`config.mk`:
```
export PLATFORM = sky130hd
export DESIGN_NAME = router_ingress
export DESIGN_NICKNAME = d
export VERILOG_FILES = /design/src/rtl/router_ingress.sv
export SDC_FILE = /design/constraint.sdc
export NUM_CORES = 1
export LEC_CHECK = 0
export CAP_MARGIN = 20
export CORE_UTILIZATION = 55
export DETAILED_ROUTE_END_ITERATION = 8
export PLACE_DENSITY = 0.75
export SYNTH_ARGS = -nofsm -noshare
export SYNTH_HDL_FRONTEND = slang
export SYNTH_SLANG_ARGS = --single-unit
```
`constraint.sdc`:
```
create_clock -name clk -period 2.5 [get_ports clk]
set_input_delay 0.5 -clock clk [delete_from_list [all_inputs] [get_ports clk]]
set_output_delay 0.5 -clock clk [all_outputs]
set_load 0.05 [all_outputs]
```
`src/rtl/router_ingress.sv`:
```
// Ingress FIFO feeding the 4-way address router, issuing strictly in order, one packet per cycle.
// Define ROUTER_INGRESS_CREDIT_EN to gate each issue on a per-destination credit counter.
module router_ingress #(
    parameter int DATA_WIDTH = 32,
    parameter int DEPTH      = 4,
    parameter int CREDITS    = 2
) (
    input  logic                     clk,
    input  logic                     reset,
    input  logic                     in_valid,
    output logic                     in_ready,
    input  logic [DATA_WIDTH-1:0]    in_data,
    input  logic [1:0]               in_addr,
    input  logic [3:0]               credit_ret,
    output logic [DATA_WIDTH-1:0]    din,
    output logic                     din_en,
    output logic [1:0]               addr,
    output logic [$clog2(DEPTH):0]   count
);

    localparam int PTR_W   = $clog2(DEPTH);
    localparam int CNT_W   = PTR_W + 1;
    localparam int ENTRY_W = DATA_WIDTH + 2;

    logic [ENTRY_W-1:0]    mem [DEPTH];
    logic [PTR_W-1:0]      wr_ptr_reg, wr_ptr_next;
    logic [PTR_W-1:0]      rd_ptr_reg, rd_ptr_next;
    logic [CNT_W-1:0]      count_reg, count_next;
    logic [DATA_WIDTH-1:0] din_reg, din_next;
    logic [1:0]            addr_reg, addr_next;
    logic                  din_en_reg;

    logic                  push;
    logic                  pop;
    logic                  not_empty;
    logic                  head_credit_ok;
    logic [1:0]            head_addr;
    logic [DATA_WIDTH-1:0] head_data;

    // Full is judged on registered occupancy only; a same-cycle pop never frees a slot early.
    assign in_ready  = (count_reg < CNT_W'(DEPTH));
    assign push      = in_valid && in_ready;
    assign not_empty = (count_reg != '0);
    assign pop       = not_empty && head_credit_ok;

    assign {head_addr, head_data} = mem[rd_ptr_reg];

    // Storage carries no reset so it can map onto RAM; validity is tracked by the pointers.
    always_ff @(posedge clk) begin
        if (push) begin
            mem[wr_ptr_reg] <= {in_addr, in_data};
        end
    end

    always_comb begin
        wr_ptr_next = wr_ptr_reg;
        rd_ptr_next = rd_ptr_reg;
        count_next  = count_reg;
        din_next    = '0;
        addr_next   = '0;
        if (push) begin
            wr_ptr_next = wr_ptr_reg + PTR_W'(1);
        end
        if (pop) begin
            rd_ptr_next = rd_ptr_reg + PTR_W'(1);
            din_next    = head_data;
            addr_next   = head_addr;
        end
        case ({push, pop})
            2'b10:   count_next = count_reg + CNT_W'(1);
            2'b01:   count_next = count_reg - CNT_W'(1);
            default: count_next = count_reg;
        endcase
    end

    always_ff @(posedge clk or posedge reset) begin
        if (reset) begin
            wr_ptr_reg <= '0;
            rd_ptr_reg <= '0;
            count_reg  <= '0;
            din_reg    <= '0;
            addr_reg   <= '0;
            din_en_reg <= 1'b0;
        end else begin
            wr_ptr_reg <= wr_ptr_next;
            rd_ptr_reg <= rd_ptr_next;
            count_reg  <= count_next;
            din_reg    <= din_next;
            addr_reg   <= addr_next;
            din_en_reg <= pop;
        end
    end

    assign din    = din_reg;
    assign addr   = addr_reg;
    assign din_en = din_en_reg;
    assign count  = count_reg;

`ifdef ROUTER_INGRESS_CREDIT_EN
    logic [3:0] credit_nz;

    for (genvar gi = 0; gi < 4; gi++) begin : g_credit
        logic [3:0] credit_reg, credit_next;
        logic       take;
        logic       give;

        assign take = pop && (head_addr == 2'(gi));
        assign give = credit_ret[gi];

        // A simultaneous take and return cancel; a return at full credit is dropped.
        always_comb begin
            credit_next = credit_reg;
            if (take && !give) begin
                credit_next = credit_reg - 4'd1;
            end else if (!take && give && (credit_reg != 4'(CREDITS))) begin
                credit_next = credit_reg + 4'd1;
            end
        end

        always_ff @(posedge clk or posedge reset) begin
            if (reset) begin
                credit_reg <= 4'(CREDITS);
            end else begin
                credit_reg <= credit_next;
            end
        end

        assign credit_nz[gi] = (credit_reg != 4'd0);
    end

    assign head_credit_ok = credit_nz[head_addr];
`else
    logic unused_credit_ret;

    assign unused_credit_ret = ^credit_ret;
    assign head_credit_ok    = 1'b1;
`endif

endmodule

```
==> results.ini, run 1 <==
[cts]
cts_resized = 0
cts_setup_buffers = 0
hold_buffers = 0
cts_tree = yes
insertion_delay_ns = 0.42
htreeDepth = 4
cts_buffer_depth = 2
cts.sinks = 178
root_buffer = clkbuf_16
clk_pin_slew_ns = 0.06
numCtsBuffers = 17

[die]
rows = 39
core_area_sq_um = 11500
die_w_um = 111
die_h_um = 111
initial_utilization = 0.565
io_pins = 80
die-area_sq_um = 12200

[timing]
rsz0062_at_grt = no
min_period_ns = 2.21
final_hold_viol_count = 0
setup_viol = 0
fmax_mhz = 451
holdWs_ns = 0.420
setup-tns-final_ns = 0
clock_skew_ns = 0.00557
slew_violations = 0
min_period_over_period = 0.886
worst_pin_slew_ns = 0.518
slew_headroom = 0.653

[synthesis]
synth.distinct_cells = 20
synthCells = 290
synth_top_area_share = 0.631
synth_fp_nets = 337
yosys_warnings = 0
syn_area_per_cell_sq_um = 22.3
synthTopCellsByArea = edfxtp_1, dfrtp_1, mux4_2
syn_area_sq_um = 6480
ys_seq_area_frac = 0.793
yosysTopAreaCell = edfxtp_1
ys_ff_latch = 178

[cells_and_area]
final_cell_mix = edfxtp_1, clkdlybuf4s50_1, dfrtp_1
layout-drive-gt1-share = 0.178
fillerInstances = 680
multi_input_area_sq_um = 1200
largest_reg_flops = 136
diodes = 0
final_common_cell = edfxtp_1
area_growth_pct = 23.7
fin_nets = 429
seqCellArea_sq_um = 5140

[setup_path]
r2r_end = count[2]
critical_path_required_ns = 2.00
r2r-start = count[0]
cp-end-kind = output pin
critPathKind = reg -> out
rrSetupSlack_ns = 0.72
rr_worst_depth = 7
critPathMaxFanout = 4
critPathArrivalTime_ns = 1.71
startpoint_type = flop

[pwr]
switching_power_uw = 3420
p_seq_frac = 0.399
power_frac_comb = 0.356
ir_drop_mv = 0.968
sw_frac_of_total = 0.329
p_leak_uw = 0.00282
clkPwrFrac = 0.245
internal_power_uw = 6970
power.density_nw_per_um2 = 1300

[routing]
firstDrtPassIters = 4
drt_iter0_drc = 207
drcViolationCount = 0
vias_per_cell = 5.51
wl_per_cell_um = 20.3
num_vias = 2961
ant_nets = 0
wl_um = 10900

[global_route]
grt_max_degree = 38
antenna_found_initial = 0
grt_pass1_wl_um = 17400
overflow = 0
track_usage = 0.199
grt_pass1_vias = 3178

[min_path]
min_path_type = in -> async

[place]
hpwl_um = 6200
gp_congestion = 0.699
io_buffer_count = 75

[run]
drv_cap = 0

[outcome]
outcome = complete, no violations

[final cells by class]
class | count | area share
Sequential cell | 178 | 0.641
Multi-Input combinational cell | 91 | 0.150
Timing Repair Buffer | 86 | 0.112
Clock buffer | 24 | 0.0564
Tap cell | 143 | 0.0223
Clock inverter | 7 | 0.0137
Inverter | 8 | 0.00375
[cell usage after synthesis]
master and count:
mux2i_1 1, mux4_1 6, ha_1 5, or3_1 1
fa_1 1, dfrtp_1 42, edfxtp_1 136, o21ai_0 1
nand2_1 2, xor2_1 2, nor2b_1 1, xnor2_1 4
buf_12 3, buf_2 5, buf_6 1, clkbuf_1 4
nor2_1 1, inv_1 8, and2_1 38, mux4_2 28
[stage by stage]
step                utilization  area, sq um  power (uW)  cells  setup slack [ns]
floorplan                     -         6480        6800    290             0.227
global placement          0.649         7450        7820    506             0.359
detailed placement        0.649         7450        7940    506             0.260
CTS                       0.698         8010       10500    537             0.257
global route              0.698         8010       10800    537             0.228
finish                    0.698         8010       10400    537             0.285
[routing by layer]
layer / share of wire / vias to the layer above / global-route usage / wire length, um
met5: 0 / - / 0 / 0
met4: 0.014 / 0 / 0.0693 / 156
met3: 0.057 / 16 / 0.0714 / 617
met2: 0.52 / 90 / 0.328 / 5640
met1: 0.41 / 1548 / 0.245 / 4470
li1: - / 1307 / - / -
[worst max-delay path, cell delays in order, from the launching register on]
cell and delay (ns):
dfrtp_1 0.40, inv_1 0.09, clkdlybuf4s50_1 0.80
[worst max-delay path by stage]
stage | startpoint | cells after the start | slack [ns] | end
final | count[2] | 2 | 0.29 | in_ready
after global routing | count[2] | 2 | 0.23 | in_ready
after CTS | count[2] | 2 | 0.26 | in_ready
after detailed placement | in_valid | 9 | 0.26 | count[2]
after global placement | in_valid | 9 | 0.36 | count[2]
after floorplan | count[0] | 9 | 0.23 | count[2]
[power by group through the flow]
stage | combinational, uW | clock [uW] | sequential, uW
floorplan | 1600 | 0 | 5210
global placement | 3650 | 0 | 4170
detailed placement | 3730 | 0 | 4210
CTS | 3750 | 2610 | 4150
global route | 3910 | 2730 | 4200
finish | 3700 | 2550 | 4140
[cells by family after synthesis]
logic type / synth area share
flops: 0.793
compound gates: 0.000772
fa+ha+maj: 0.0128
simple gates: 0.0404
xor+xnor: 0.00811
mux: 0.123
buf+inv: 0.0218
(Power assumes the default switching activity.)
==> inputs of run 2 (changes only) <==
- CELL_PAD_IN_SITES_DETAIL_PLACEMENT: default -> 0
- CELL_PAD_IN_SITES_GLOBAL_PLACEMENT: default -> 1
- CORE_MARGIN: default -> 2
- CORE_UTILIZATION: 55 -> 48
- CTS_CLUSTER_DIAMETER: default -> 150
==> run 2 against run 1 <==
Effect of this change: count of clock-buffer cells in the layout shrank 2; largest power group unchanged; cell area grew 0.87%; register-to-register slack gained 0.04 ns; worst setup slack lost 0.0064 ns; sequential power is essentially flat; flip-flop and latch count is the same.
==> results.ini, run 2 (same netlist as run 1, synthesis figures left out) <==
[pwr]
power.density_nw_per_um2 = 1290  ; was 1300 nW/um^2
ir_drop_mv = 0.518  ; was 0.968 mV
p_leak_uw = 0.00285  ; was 0.00282 uW

[setup_path]
startpoint_type = flop  ; unchanged
critPathArrivalTime_ns = 1.72  ; was 1.71 ns
cp-end-kind = output pin  ; unchanged
critical_path_required_ns = 2.00  ; about the same
cp_top_family = buffers and inverters  ; unchanged
slowest_stage = clkdlybuf4s50_1  ; unchanged
cpPeakStageDelay_ns = 0.81  ; was 0.80 ns
crit_chain = inv_1, clkdlybuf4s50_1  ; unchanged
worst-path-buf-inv = 2  ; unchanged
critPathKind = reg -> out  ; unchanged
critPathMaxFanout = 4  ; unchanged

[place]
hpwl_um = 6280  ; was 6200 um
dp.cells = 543  ; was 506
gp_congestion = 0.701  ; was 0.699
place_area_sq_um = 7480  ; was 7450 sq um
io_buffer_count = 75  ; unchanged

[routing]
firstDrtPassIters = 4  ; unchanged
ant_nets = 0  ; unchanged
wl_um = 10600  ; was 10,900 um
vias_per_cell = 5.07  ; was 5.51
num_vias = 2917  ; was 2,961
wl_per_cell_um = 18.4  ; was 20.3 um
drcViolationCount = 0  ; unchanged
drt_iter0_drc = 186  ; was 207

[timing]
holdWs_ns = 0.439  ; was 0.420 ns
worst_pin_slew_ns = 0.519  ; was 0.518 ns
setup_viol = 0  ; unchanged
rsz0062_at_grt = no  ; unchanged
setup-tns-final_ns = 0  ; unchanged
final_hold_viol_count = 0  ; unchanged
min_period_over_period = 0.889  ; was 0.886
slew_headroom = 0.653  ; about the same
min_period_ns = 2.22  ; was 2.21 ns
clock_skew_ns = 0.00914  ; was 0.00557 ns
fmax_mhz = 450  ; was 451 MHz
slew_violations = 0  ; unchanged

[global_route]
grt_pass1_wl_um = 16900  ; was 17,400 um
antenna_found_initial = 0  ; unchanged
grt_util_met3 = 0.0523  ; was 0.0714
globalRouteMet1Util = 0.215  ; was 0.245
grt_pass1_vias = 3107  ; was 3,178
track_usage = 0.163  ; was 0.199
grt_max_degree = 38  ; unchanged
overflow = 0  ; unchanged
met2_usage = 0.253  ; was 0.328
busiest_layer = met2  ; unchanged

[die]
core_area_sq_um = 13200  ; was 11,500 sq um
die_w_um = 120  ; was 111 um
die-area_sq_um = 14400  ; was 12,200 sq um
rows = 42  ; was 39
die_h_um = 120  ; was 111 um
io_pins = 80  ; unchanged
initial_utilization = 0.491  ; was 0.565

[cells_and_area]
final_cells = 575  ; was 537
area_growth_pct = 24.7  ; was 23.7%
largest_reg_flops = 136  ; unchanged
final_area_sq_um = 8080  ; was 8010 sq um
diodes = 0  ; unchanged
final_cell_mix = edfxtp_1, clkdlybuf4s50_1, dfrtp_1  ; unchanged
fin_nets = 433  ; was 429
fillerInstances = 921  ; was 680
multi_input_area_sq_um = 1200  ; unchanged
seqCellArea_sq_um = 5140  ; unchanged
layout-drive-gt1-share = 0.198  ; was 0.178
final_common_cell = edfxtp_1  ; unchanged
utilization = 0.613  ; was 0.698

[cts]
cts_tree = yes  ; unchanged
insertion_delay_ns = 0.43  ; was 0.42 ns
cts.sinks = 178  ; unchanged
hold_buffers = 0  ; unchanged
root_buffer = clkbuf_16  ; unchanged
numCtsBuffers = 17  ; unchanged
cts_setup_buffers = 0  ; unchanged
htreeDepth = 4  ; unchanged
cts_buffer_depth = 2  ; unchanged
clk_pin_slew_ns = 0.06  ; about the same
cts_resized = 0  ; unchanged

[run]
drv_cap = 0  ; unchanged

[outcome]
outcome = complete, no violations  ; unchanged

[min_path]
min_path_type = in -> async  ; unchanged

[run 2: changes by cell type in the layout (fill, tap and decap cells not counted)]
cell	delta
buf_4	+7
clkbuf_8	+2
clkinv_4	+1
clkbuf_1	-4
buf_12	-3
clkinvlp_4	+2
[run 2: cell type report]
type                       instances  area share
clock buffer                      22      0.0575
clock inverter                    10      0.0166
tap                              176      0.0273
timing repair buffer              90       0.110
inverter                           8     0.00372
multi-input combinational         91       0.149
sequential                       178       0.636
[run 2: where the power goes]
| group | total, uW | internal, uW | leakage [uW] | switching, uW |
|---|---|---|---|---|
| logic | 3620 | 1520 | 0.000831 | 2090 |
| registers | 4170 | 3880 | 0.00173 | 281 |
| clock network | 2650 | 1620 | 0.000290 | 1030 |
[run 2: metal layers]
layer  part of all wire  up-vias
li1                   -     1314
met3              0.041       19
met2               0.50       67
met4              0.017        0
met5                  0        -
met1               0.44     1517
[run 2: through the flow]
| stage | setup slack (ns) | total power [uW] |
|---|---|---|
| finish | 0.279 | 10400 |
| global route | 0.213 | 10900 |
| CTS | 0.246 | 10600 |
| detailed placement | 0.325 | 7900 |
| global placement | 0.335 | 7840 |
| floorplan | 0.227 | 6800 |
[run 2: path summary, 6_finish.rpt]
kind                                     from            end  slack [ns]  cells after the start
worst max-delay path                 count[2]       in_ready        0.28                      2
worst min-delay path                    reset        addr[1]        0.44                      2
worst max register to register  rd_ptr_reg[0]        din[31]        0.76                      3
worst min register to register       count[0]       count[0]        0.51                      1
max in group asynchronous               reset  rd_ptr_reg[1]        1.54                      3
min in group clk                     count[0]       count[0]        0.51                      1
==> inputs of run 3 (changes only) <==
- CELL_PAD_IN_SITES_DETAIL_PLACEMENT: 0 -> 1
- TNS_END_PERCENT: default -> 5
==> run 3 against run 2 <==
Effect of this change: maximum frequency fell by 0.30%; wire length rose by 17%; via count rose by 3.3%; clock power rose by 5%; combinational power rose by 2%.
==> results.ini, run 3 (same netlist as run 1, synthesis figures left out) <==
[outcome]
outcome = complete, no violations  ; unchanged

[routing]
wl_per_cell_um = 21.5  ; was 18.4 um
drt_iter0_drc = 219  ; was 186
drcViolationCount = 0  ; unchanged
ant_nets = 0  ; unchanged
firstDrtPassIters = 4  ; unchanged
vias_per_cell = 5.24  ; was 5.07
num_vias = 3013  ; was 2,917
wl_um = 12300  ; was 10,600 um

[cts]
root_buffer = clkbuf_16  ; unchanged
insertion_delay_ns = 0.43  ; about the same
htreeDepth = 4  ; unchanged
cts_resized = 0  ; unchanged
cts_buffer_depth = 2  ; unchanged
hold_buffers = 0  ; unchanged
clk_pin_slew_ns = 0.06  ; about the same
numCtsBuffers = 17  ; unchanged
cts_tree = yes  ; unchanged
cts.sinks = 178  ; unchanged
cts_setup_buffers = 0  ; unchanged

[cells_and_area]
area_growth_pct = 25.2  ; was 24.7%
diodes = 0  ; unchanged
final_cells = 575  ; unchanged
fillerInstances = 1109  ; was 921
seqCellArea_sq_um = 5140  ; unchanged
final_cell_mix = edfxtp_1, clkdlybuf4s50_1, dfrtp_1  ; unchanged
utilization = 0.615  ; was 0.613
final_common_cell = edfxtp_1  ; unchanged
multi_input_area_sq_um = 1200  ; unchanged
fin_nets = 433  ; unchanged
largest_reg_flops = 136  ; unchanged
layout-drive-gt1-share = 0.203  ; was 0.198

[die]
initial_utilization = 0.491  ; unchanged
io_pins = 80  ; unchanged
rows = 42  ; unchanged
die_h_um = 120  ; unchanged
die-area_sq_um = 14400  ; unchanged
die_w_um = 120  ; unchanged
core_area_sq_um = 13200  ; unchanged

[pwr]
sw_frac_of_total = 0.334  ; was 0.326
power.density_nw_per_um2 = 1320  ; was 1290 nW/um^2
clkPwrFrac = 0.261  ; was 0.254
power_frac_comb = 0.345  ; was 0.347
internal_power_uw = 7110  ; was 7020 uW
ir_drop_mv = 0.602  ; was 0.518 mV
switching_power_uw = 3560  ; was 3400 uW
p_seq_frac = 0.394  ; was 0.399
p_leak_uw = 0.00285  ; about the same
fin_total_pwr_uw = 10700  ; was 10,400 uW

[place]
dp_slack_ns = 0.306  ; was 0.325 ns
io_buffer_count = 75  ; unchanged
gp_congestion = 0.701  ; unchanged
dp.cells = 543  ; unchanged
hpwl_um = 7510  ; was 6280 um

[global_route]
grt_pass1_wl_um = 19500  ; was 16,900 um
track_usage = 0.189  ; was 0.163
grt_max_degree = 38  ; unchanged
antenna_found_initial = 0  ; unchanged
grt_pass1_vias = 3418  ; was 3,107
overflow = 0  ; unchanged

[setup_path]
critPathMaxFanout = 4  ; unchanged
slowest_stage = clkdlybuf4s50_1  ; unchanged
rr_worst_depth = 3  ; unchanged
crit_chain = inv_1, clkdlybuf4s50_1  ; unchanged
critical_path_required_ns = 2.00  ; about the same
rrSetupSlack_ns = 0.71  ; was 0.76 ns
cp-end-kind = output pin  ; unchanged
r2r_end = din[29]  ; was din[31]
critPathArrivalTime_ns = 1.73  ; was 1.72 ns
r2r-start = rd_ptr_reg[0]  ; unchanged
critPathKind = reg -> out  ; unchanged
worst-path-buf-inv = 2  ; unchanged
cp_top_family = buffers and inverters  ; unchanged
startpoint_type = flop  ; unchanged
cpPeakStageDelay_ns = 0.81  ; about the same

[timing]
worst_pin_slew_ns = 0.538  ; was 0.519 ns
slew_headroom = 0.640  ; was 0.653
rsz0062_at_grt = no  ; unchanged
slew_violations = 0  ; unchanged
fmax_mhz = 449  ; was 450 MHz
setup-tns-final_ns = 0  ; unchanged
final_hold_viol_count = 0  ; unchanged
clock_skew_ns = 0.00758  ; was 0.00914 ns
fin_ws_ns = 0.272  ; was 0.279 ns
setup_viol = 0  ; unchanged
min_period_over_period = 0.891  ; was 0.889
min_period_ns = 2.23  ; was 2.22 ns

[run]
drv_cap = 0  ; unchanged

[min_path]
min_path_type = in -> async  ; unchanged

[run 3: cell types whose count changed in the layout (fill, tap and decap cells not counted), sizes merged]
cell / delta
bufinv: +1
clkinv: -3
clkinvlp: +4
clkbuf: -3
inv: +1
[run 3: how the worst max path moves through the flow]
stage	startpoint	endpoint	slack, ns	depth (start not counted)
after detailed placement	in_valid	mem[3][18]	0.31	5
after global placement	in_valid	count[2]	0.34	9
final	count[2]	in_ready	0.27	2
after floorplan	count[0]	count[2]	0.23	9
after CTS	count[2]	in_ready	0.24	2
after global routing	count[2]	in_ready	0.20	2
[run 3: layout make-up]
cell class,instances,area share
Sequential cell,178,0.634
Multi-Input combinational cell,91,0.149
Timing Repair Buffer,90,0.110
Clock buffer,19,0.0546
Tap cell,176,0.0272
Clock inverter,13,0.0227
Inverter,8,0.00370
[run 3: power by group through the flow]
stage / registers, uW / clock network [uW] / logic, uW
global placement: 4210 / 0 / 3630
global route: 4260 / 2960 / 3920
finish: 4200 / 2780 / 3680
CTS: 4210 / 2830 / 3740
floorplan: 5210 / 0 / 1600
detailed placement: 4260 / 0 / 3720
[run 3: layer usage]
layer / routed length (um) / global-route usage / vias to the layer above
li1: - / - / 1308
met1: 5210 / 0.239 / 1606
met2: 6360 / 0.310 / 78
met3: 572 / 0.0613 / 21
met4: 198 / 0.0669 / 0
met5: 0 / 0 / -
[run 3: per-stage QoR]
stage | hold slack [ns] | area [sq um]
after global routing | 0.462 | 8110
after CTS | 0.441 | 8110
after detailed placement | 0.513 | 7480
final | 0.435 | 8110
after floorplan | 0.580 | 6480
after global placement | 0.513 | 7480
